[src/rtl/poly_inverse_solver_if.sv]
// poly_inverse_solver_if: start/done handshake and operand bus of the
// quadratic inverse solver. master = requester, slave = solver.
interface poly_inverse_solver_if #(
  parameter int W = 16
);
  logic         inicio;
  logic [W-1:0] A;
  logic [W-1:0] B;
  logic [W-1:0] C;
  logic [W-1:0] y;
  logic [W-1:0] x;
  logic         encontrado;
  logic         exato;
  logic         ocupado;
  logic         pronto;

  modport master (
    output inicio, A, B, C, y,
    input  x, encontrado, exato, ocupado, pronto
  );

  modport slave (
    input  inicio, A, B, C, y,
    output x, encontrado, exato, ocupado, pronto
  );
endinterface

[src/rtl/poly_inverse_solver.sv]
// poly_inverse_solver: finds the largest unsigned x with A*x^2 + B*x + C <= y
// by MSB-first bisection. One shared multiply-accumulate evaluates f(cand)
// in Horner form over two cycles (MUL1, MUL2), CMP accepts or rejects the
// candidate bit. Fixed latency of 3 cycles per bit.
//
// Optional build macro EARLY_EXIT_EN: finish as soon as CMP sees f(cand)==y
// (variable latency, first exact match rather than largest).
//
// state | meaning
// IDLE  | waiting for inicio; operands captured on acceptance
// MUL1  | t <- A*cand + B
// MUL2  | t <- t*cand + C
// CMP   | accept cand if t <= y; next bit or finish
// DONE  | one-cycle pronto; results held afterwards
module poly_inverse_solver #(
  parameter int W = 16
) (
  input  logic                 clk,
  input  logic                 rst,
  poly_inverse_solver_if.slave bus
);

  localparam int TW = 3 * W + 2;
  localparam int BW = (W > 2) ? $clog2(W) : 1;
  localparam logic [BW-1:0] BIT_ONE = {{(BW-1){1'b0}}, 1'b1};
  localparam logic [W-1:0]  ONE_W   = {{(W-1){1'b0}}, 1'b1};

  typedef enum logic [2:0] {
    S_IDLE = 3'd0,
    S_MUL1 = 3'd1,
    S_MUL2 = 3'd2,
    S_CMP  = 3'd3,
    S_DONE = 3'd4
  } state_t;

  state_t         state_q, state_d;
  logic [W-1:0]   a_q, a_d;
  logic [W-1:0]   b_q, b_d;
  logic [W-1:0]   c_q, c_d;
  logic [W-1:0]   y_q, y_d;
  logic [W-1:0]   x_q, x_d;
  logic [W-1:0]   cand_q, cand_d;
  logic [BW-1:0]  bit_q, bit_d;
  logic [TW-1:0]  t_q, t_d;
  logic           enc_q, enc_d;
  logic           exato_q, exato_d;

  logic [TW-1:0]  mac_op;
  logic [TW-1:0]  mac_add;
  logic [TW-1:0]  mac;
  logic [TW-1:0]  y_ext;
  logic           accept;
  logic [W-1:0]   x_new;

  // Shared Horner MAC: A*cand+B in MUL1, t*cand+C in MUL2; width TW never overflows
  always_comb begin
    mac_op  = (state_q == S_MUL1) ? {{(TW-W){1'b0}}, a_q} : t_q;
    mac_add = (state_q == S_MUL1) ? {{(TW-W){1'b0}}, b_q} : {{(TW-W){1'b0}}, c_q};
    mac     = mac_op * {{(TW-W){1'b0}}, cand_q} + mac_add;
    y_ext   = {{(TW-W){1'b0}}, y_q};
    accept  = (t_q <= y_ext);
    x_new   = accept ? cand_q : x_q;
  end

  // Next-state, datapath updates and bisection control
  always_comb begin
    state_d = state_q;
    a_d     = a_q;
    b_d     = b_q;
    c_d     = c_q;
    y_d     = y_q;
    x_d     = x_q;
    cand_d  = cand_q;
    bit_d   = bit_q;
    t_d     = t_q;
    enc_d   = enc_q;
    exato_d = exato_q;

    case (state_q)
      S_IDLE: begin
        if (bus.inicio) begin
          a_d     = bus.A;
          b_d     = bus.B;
          c_d     = bus.C;
          y_d     = bus.y;
          x_d     = '0;
          // f(0)=C: covers the case where x=0 is itself an exact hit
          exato_d = (bus.C == bus.y);
          enc_d   = (bus.C <= bus.y);
          bit_d   = BW'(W - 1);
          cand_d  = ONE_W << (W - 1);
          state_d = S_MUL1;
        end
      end
      S_MUL1: begin
        t_d     = mac;
        state_d = S_MUL2;
      end
      S_MUL2: begin
        t_d     = mac;
        state_d = S_CMP;
      end
      S_CMP: begin
`ifdef EARLY_EXIT_EN
        if (t_q == y_ext) begin
          x_d     = cand_q;
          exato_d = 1'b1;
          state_d = S_DONE;
        end else begin
`endif
          if (accept) begin
            x_d     = cand_q;
            exato_d = (t_q == y_ext);
          end
          if (bit_q == '0) begin
            state_d = S_DONE;
          end else begin
            bit_d   = bit_q - BIT_ONE;
            cand_d  = x_new | (ONE_W << (bit_q - BIT_ONE));
            state_d = S_MUL1;
          end
`ifdef EARLY_EXIT_EN
        end
`endif
      end
      S_DONE: begin
        state_d = S_IDLE;
      end
      default: begin
        state_d = S_IDLE;
      end
    endcase
  end

  // State and datapath registers; async active-low reset aborts any run
  always_ff @(posedge clk or negedge rst) begin
    if (!rst) begin
      state_q <= S_IDLE;
      a_q     <= '0;
      b_q     <= '0;
      c_q     <= '0;
      y_q     <= '0;
      x_q     <= '0;
      cand_q  <= '0;
      bit_q   <= '0;
      t_q     <= '0;
      enc_q   <= 1'b0;
      exato_q <= 1'b0;
    end else begin
      state_q <= state_d;
      a_q     <= a_d;
      b_q     <= b_d;
      c_q     <= c_d;
      y_q     <= y_d;
      x_q     <= x_d;
      cand_q  <= cand_d;
      bit_q   <= bit_d;
      t_q     <= t_d;
      enc_q   <= enc_d;
      exato_q <= exato_d;
    end
  end

  // Outputs decode directly from registered state
  always_comb begin
    bus.x          = x_q;
    bus.encontrado = enc_q;
    bus.exato      = exato_q;
    bus.ocupado    = (state_q != S_IDLE);
    bus.pronto     = (state_q == S_DONE);
  end

endmodule

[src/flat_wrapper.sv]
// flat-port wrapper written by rule: the top's interface ports become plain ports
module poly_inverse_solver_flat 
#(
  parameter int W = 16
)
  (clk, rst, bus_inicio, bus_A, bus_B, bus_C, bus_y, bus_x, bus_encontrado, bus_exato, bus_ocupado, bus_pronto);
  poly_inverse_solver_if #(.W(W)) bus_i ();
  input  logic clk;
  input  logic rst;
  input wire logic [$bits(bus_i.inicio)-1:0] bus_inicio;
  input wire logic [$bits(bus_i.A)-1:0] bus_A;
  input wire logic [$bits(bus_i.B)-1:0] bus_B;
  input wire logic [$bits(bus_i.C)-1:0] bus_C;
  input wire logic [$bits(bus_i.y)-1:0] bus_y;
  output wire logic [$bits(bus_i.x)-1:0] bus_x;
  output wire logic [$bits(bus_i.encontrado)-1:0] bus_encontrado;
  output wire logic [$bits(bus_i.exato)-1:0] bus_exato;
  output wire logic [$bits(bus_i.ocupado)-1:0] bus_ocupado;
  output wire logic [$bits(bus_i.pronto)-1:0] bus_pronto;
  assign bus_i.inicio = bus_inicio;
  assign bus_i.A = bus_A;
  assign bus_i.B = bus_B;
  assign bus_i.C = bus_C;
  assign bus_i.y = bus_y;
  assign bus_x = bus_i.x;
  assign bus_encontrado = bus_i.encontrado;
  assign bus_exato = bus_i.exato;
  assign bus_ocupado = bus_i.ocupado;
  assign bus_pronto = bus_i.pronto;
  poly_inverse_solver #(.W(W)) u_core (.clk(clk), .rst(rst), .bus(bus_i));
endmodule
[config.mk]
export PLATFORM = sky130hd
export DESIGN_NAME = poly_inverse_solver_flat
export DESIGN_NICKNAME = d
export VERILOG_FILES = /design/src/rtl/poly_inverse_solver_if.sv /design/src/rtl/poly_inverse_solver.sv /design/src/flat_wrapper.sv
export SDC_FILE = /design/constraint.sdc
export NUM_CORES = 2
export LEC_CHECK = 0
export CAP_MARGIN = 30
export CORE_ASPECT_RATIO = 1.4
export CORE_UTILIZATION = 55
export DETAILED_ROUTE_END_ITERATION = 7
export PLACE_DENSITY = 0.75
export SYNTH_ARGS = -nofsm -noshare
export SYNTH_HDL_FRONTEND = slang
export SYNTH_SLANG_ARGS = --single-unit
export TNS_END_PERCENT = 30
[constraint.sdc]
create_clock -name clk -period 8.4 [get_ports clk]
set_input_delay 1.68 -clock clk [delete_from_list [all_inputs] [get_ports clk]]
set_output_delay 1.68 -clock clk [all_outputs]
set_load 0.05 [all_outputs]
==> impl_metrics.yaml <==
timing:
  setup_viol: 0
  tns_ns: 0
  post-route-period-util: 0.9357
  layout_min_cycle_time_ns: 7.860
  hold_viol: 0
  slew_viol_final: 0
  fmax_ghz: 0.1272
  rsz0062_at_grt: "false"
  slew_headroom: 0.2801
  skew_ns: 0.009598
  final.setup.worst_slack_ns: 0.5399
  worst_slew_pin_slew_ns: 1.080
cts:
  numCtsBuffers: 17
  ctsHtreeMaxLevel: 4
  post_cts_buffers: 0
  cts_tree: "built"
  cts-hold-fix-buffers: 0
  clk_latency_ns: 0.45
  cts-root-buf: "clkbuf_16"
  cts_buffer_depth: 2
  cts_resized: 0
  cts_sinks: 155
  clk_pin_slew_worst_paths_ns: 0.06
critical_path:
  worstPathRequired_ns: 8.68
  crit_top_cell: "fa_1"
  start_kind: "register"
  critPathArrivalTime_ns: 8.14
  cp_max_fo: 66
  cp_cell_sequence: "or3b_4 > buf_12 > and2_1 > nand2_1 > fa_1 > fa_1 > fa_1 > inv_1 > fa_1 > fa_1 > inv_1 > fa_1 > inv_1 > ha_1 > a21o_1 > a31oi_1 > o221ai_1 > o2bb2ai_1 > nor4_1 > nor3_1 > nor3_1 > xor2_1 > o21ai_0"
  path_class: "register to register"
  end_kind: "register"
  reg2reg_slack_ns: 0.54
  slowest_delay_ns: 0.68
  slowest_stage: "or3b_4"
final_layout:
  fin_nets: 4112
  final_common_cell: "inv_1"
  layout-drive-gt1-share: 0.03633
  layout_common_cells: "749 x inv_1, 661 x nand2_1, 571 x fa_1"
  diodes: 0
  area_growth_pct: 7.263
placed_design:
  routabilityCongestion: 0.9292
  pre_cts_ws_ns: 0.6290
  dp_hpwl_um: 62540
  portBuffers: 86
logic_synthesis:
  seq_area_frac_synth: 0.1338
  synth_nets: 4152
  ys_ff_latch: 155
  synth_area_mm2: 0.02899
  synth.distinct_cells: 66
  synth-edff-count: 0
  synth_cells: 3358
  ys_warn_count: 0
  async_reset_ff_frac: 1.000
  synth.avg_cell_area_um2: 8.634
  ys.flop_type: "dfrtp_1"
routing:
  via_per_inst: 5.625
  wl_met2_um: 40730
  drtAntennaViolNets: 0
  drcViolationCount: 0
  highest_layer: "met4"
  wl_met3_um: 5283
  drt-met1-wl_um: 28720
  drt_pass1_iterations: 6
  routedWlPerCell_um: 19.84
  routed_wl_um: 80130
  vias: 22720
  drtIter0Drc: 1582
floorplan:
  die_h_um: 273.7
  core_mm2: 0.05215
  start_util: 0.5560
  die_x_um: 196.0
  fp.dieArea_mm2: 0.05365
  rows: 99
  pin_count: 87
global_routing:
  first_global_vias: 24230
  grt_overflow: 0
  grt_max_degree: 97
  antenna_found_initial: 0
  track_usage: 0.3181
  grt_pass1_wl_um: 130200
power_and_ir_drop:
  power.density_mw_per_mm2: 402.2
  p_leak_nw: 15.88
  peakVddDrop_mv: 0.4163
  total_power_w: 0.01251
status:
  status: "finished clean"
flow_run:
  maxCapViolations: 0
worst_hold_path:
  hold_path.class: "register to register"
==> per-layer routing <==
| layer | global-route usage | vias up |
|---|---|---|
| li1 | - | 10000 |
| met1 | 0.3651 | 11350 |
| met2 | 0.5607 | 1046 |
| met3 | 0.04300 | 319 |
| met4 | 0.2005 | 0 |
| met5 | 0 | - |
==> final cells by class <==
| type | count | area, um^2 |
|---|---|---|
| Multi-Input combinational cell | 2258 | 21570 |
| Fill cell | 4522 | 21050 |
| Sequential cell | 155 | 3886 |
| Inverter | 750 | 2815 |
| Timing Repair Buffer | 136 | 1340 |
| Tap cell | 707 | 884.6 |
| Clock buffer | 18 | 429.2 |
| Clock inverter | 14 | 176.4 |
==> flip-flops by register name, summed over array words and instances, names as in the netlist <==
| register | cells |
|---|---|
| u_core.bit_q | 4 |
| u_core.state_q | 3 |
| u_core.c_q | 16 |
| u_core.bus.encontrado | 1 |
| u_core.cand_q | 16 |
| u_core.bus.exato | 1 |
| u_core.b_q | 16 |
| u_core.t_q | 50 |
| u_core.bus.x | 16 |
| u_core.y_q | 16 |
| u_core.a_q | 16 |
==> report_power, final <==
part / internal [W] / total, W / leakage (nW) / switching (W)
Combinational: 0.00376 / 0.0101 / 13.6 / 0.00636
Clock: 0.000450 / 0.000804 / 0.287 / 0.000355
Sequential: 0.00108 / 0.00158 / 1.98 / 0.000506
==> final timing paths <==
check | end | depth (start not counted) | start
min | u_core.a_q[1] | 2 | u_core.a_q[1]
max reg2reg | u_core.t_q[46] | 23 | u_core.state_q[0]
max in group asynchronous | u_core.a_q[11] | 2 | rst
min in group asynchronous | u_core.bit_q[1] | 1 | rst
max | u_core.t_q[46] | 23 | u_core.state_q[0]
min reg2reg | u_core.a_q[1] | 2 | u_core.a_q[1]
==> Yosys cell counts, types with 3 or more instances <==
master | instances | share of area
nand3b_1 | 5 | 0.0013
nand3_1 | 35 | 0.0060
nor4_1 | 13 | 0.0028
xor2_1 | 25 | 0.0076
nor3b_1 | 4 | 0.0010
nand2_1 | 662 | 0.086
a221o_1 | 15 | 0.0052
o21bai_1 | 6 | 0.0016
nor3_1 | 12 | 0.0021
o2111ai_1 | 4 | 0.0012
nor2b_1 | 5 | 0.0011
nor2_1 | 41 | 0.0053
o211ai_1 | 9 | 0.0023
or3_1 | 3 | 0.00065
a21boi_0 | 3 | 0.00078
buf_1 | 11 | 0.0014
a31oi_1 | 9 | 0.0019
clkbuf_1 | 180 | 0.023
mux2i_1 | 14 | 0.0048
nand4_1 | 14 | 0.0030
a211oi_1 | 9 | 0.0023
a21o_1 | 32 | 0.0083
ha_1 | 156 | 0.067
dfrtp_1 | 155 | 0.13
a21oi_1 | 56 | 0.0097
inv_1 | 749 | 0.097
and2_1 | 146 | 0.032
o21ai_0 | 91 | 0.016
fa_1 | 571 | 0.39
xnor2_1 | 40 | 0.012
nand2b_1 | 10 | 0.0022
or4_1 | 3 | 0.00078
mux2_2 | 20 | 0.0078
and3_1 | 191 | 0.041
o21a_1 | 12 | 0.0031
o31ai_1 | 8 | 0.0021
==> stage by stage <==
step	cell area [um^2]	util	hold WS, ns	instances
after global routing	31100	0.5963	0.4986	4038
after CTS	31060	0.5956	0.4747	4036
after floorplan	28990	-	0.4401	3358
final	31100	0.5963	0.4765	4038
after detailed placement	30450	0.5840	0.4584	4004
after global placement	30390	0.5828	0.4542	4001
==> critical path: cells and delay by family (launching register included) <==
kind / cells / cell delay (ns)
adder cells (fa/ha/maj): 7 / 3.52
AND/OR/NAND/NOR: 6 / 2.07
AO/OA/AOI/OAI: 5 / 0.95
buffers and inverters: 4 / 0.50
flip-flops: 1 / 0.43
XOR/XNOR: 1 / 0.18
==> logic make-up (layout without fill, tap and decap cells) <==
kind of cell / Yosys count / in the layout / share of synthesized area
AND/OR/NAND/NOR: 1155 / 1155 / 0.1878
buffers and inverters: 945 / 918 / 0.1230
adder cells (fa/ha/maj): 727 / 727 / 0.4616
AO/OA/AOI/OAI: 275 / 275 / 0.06050
flip-flops: 155 / 155 / 0.1338
XOR/XNOR: 67 / 67 / 0.02076
multiplexers: 34 / 34 / 0.01260
(Power assumes the default switching activity.)
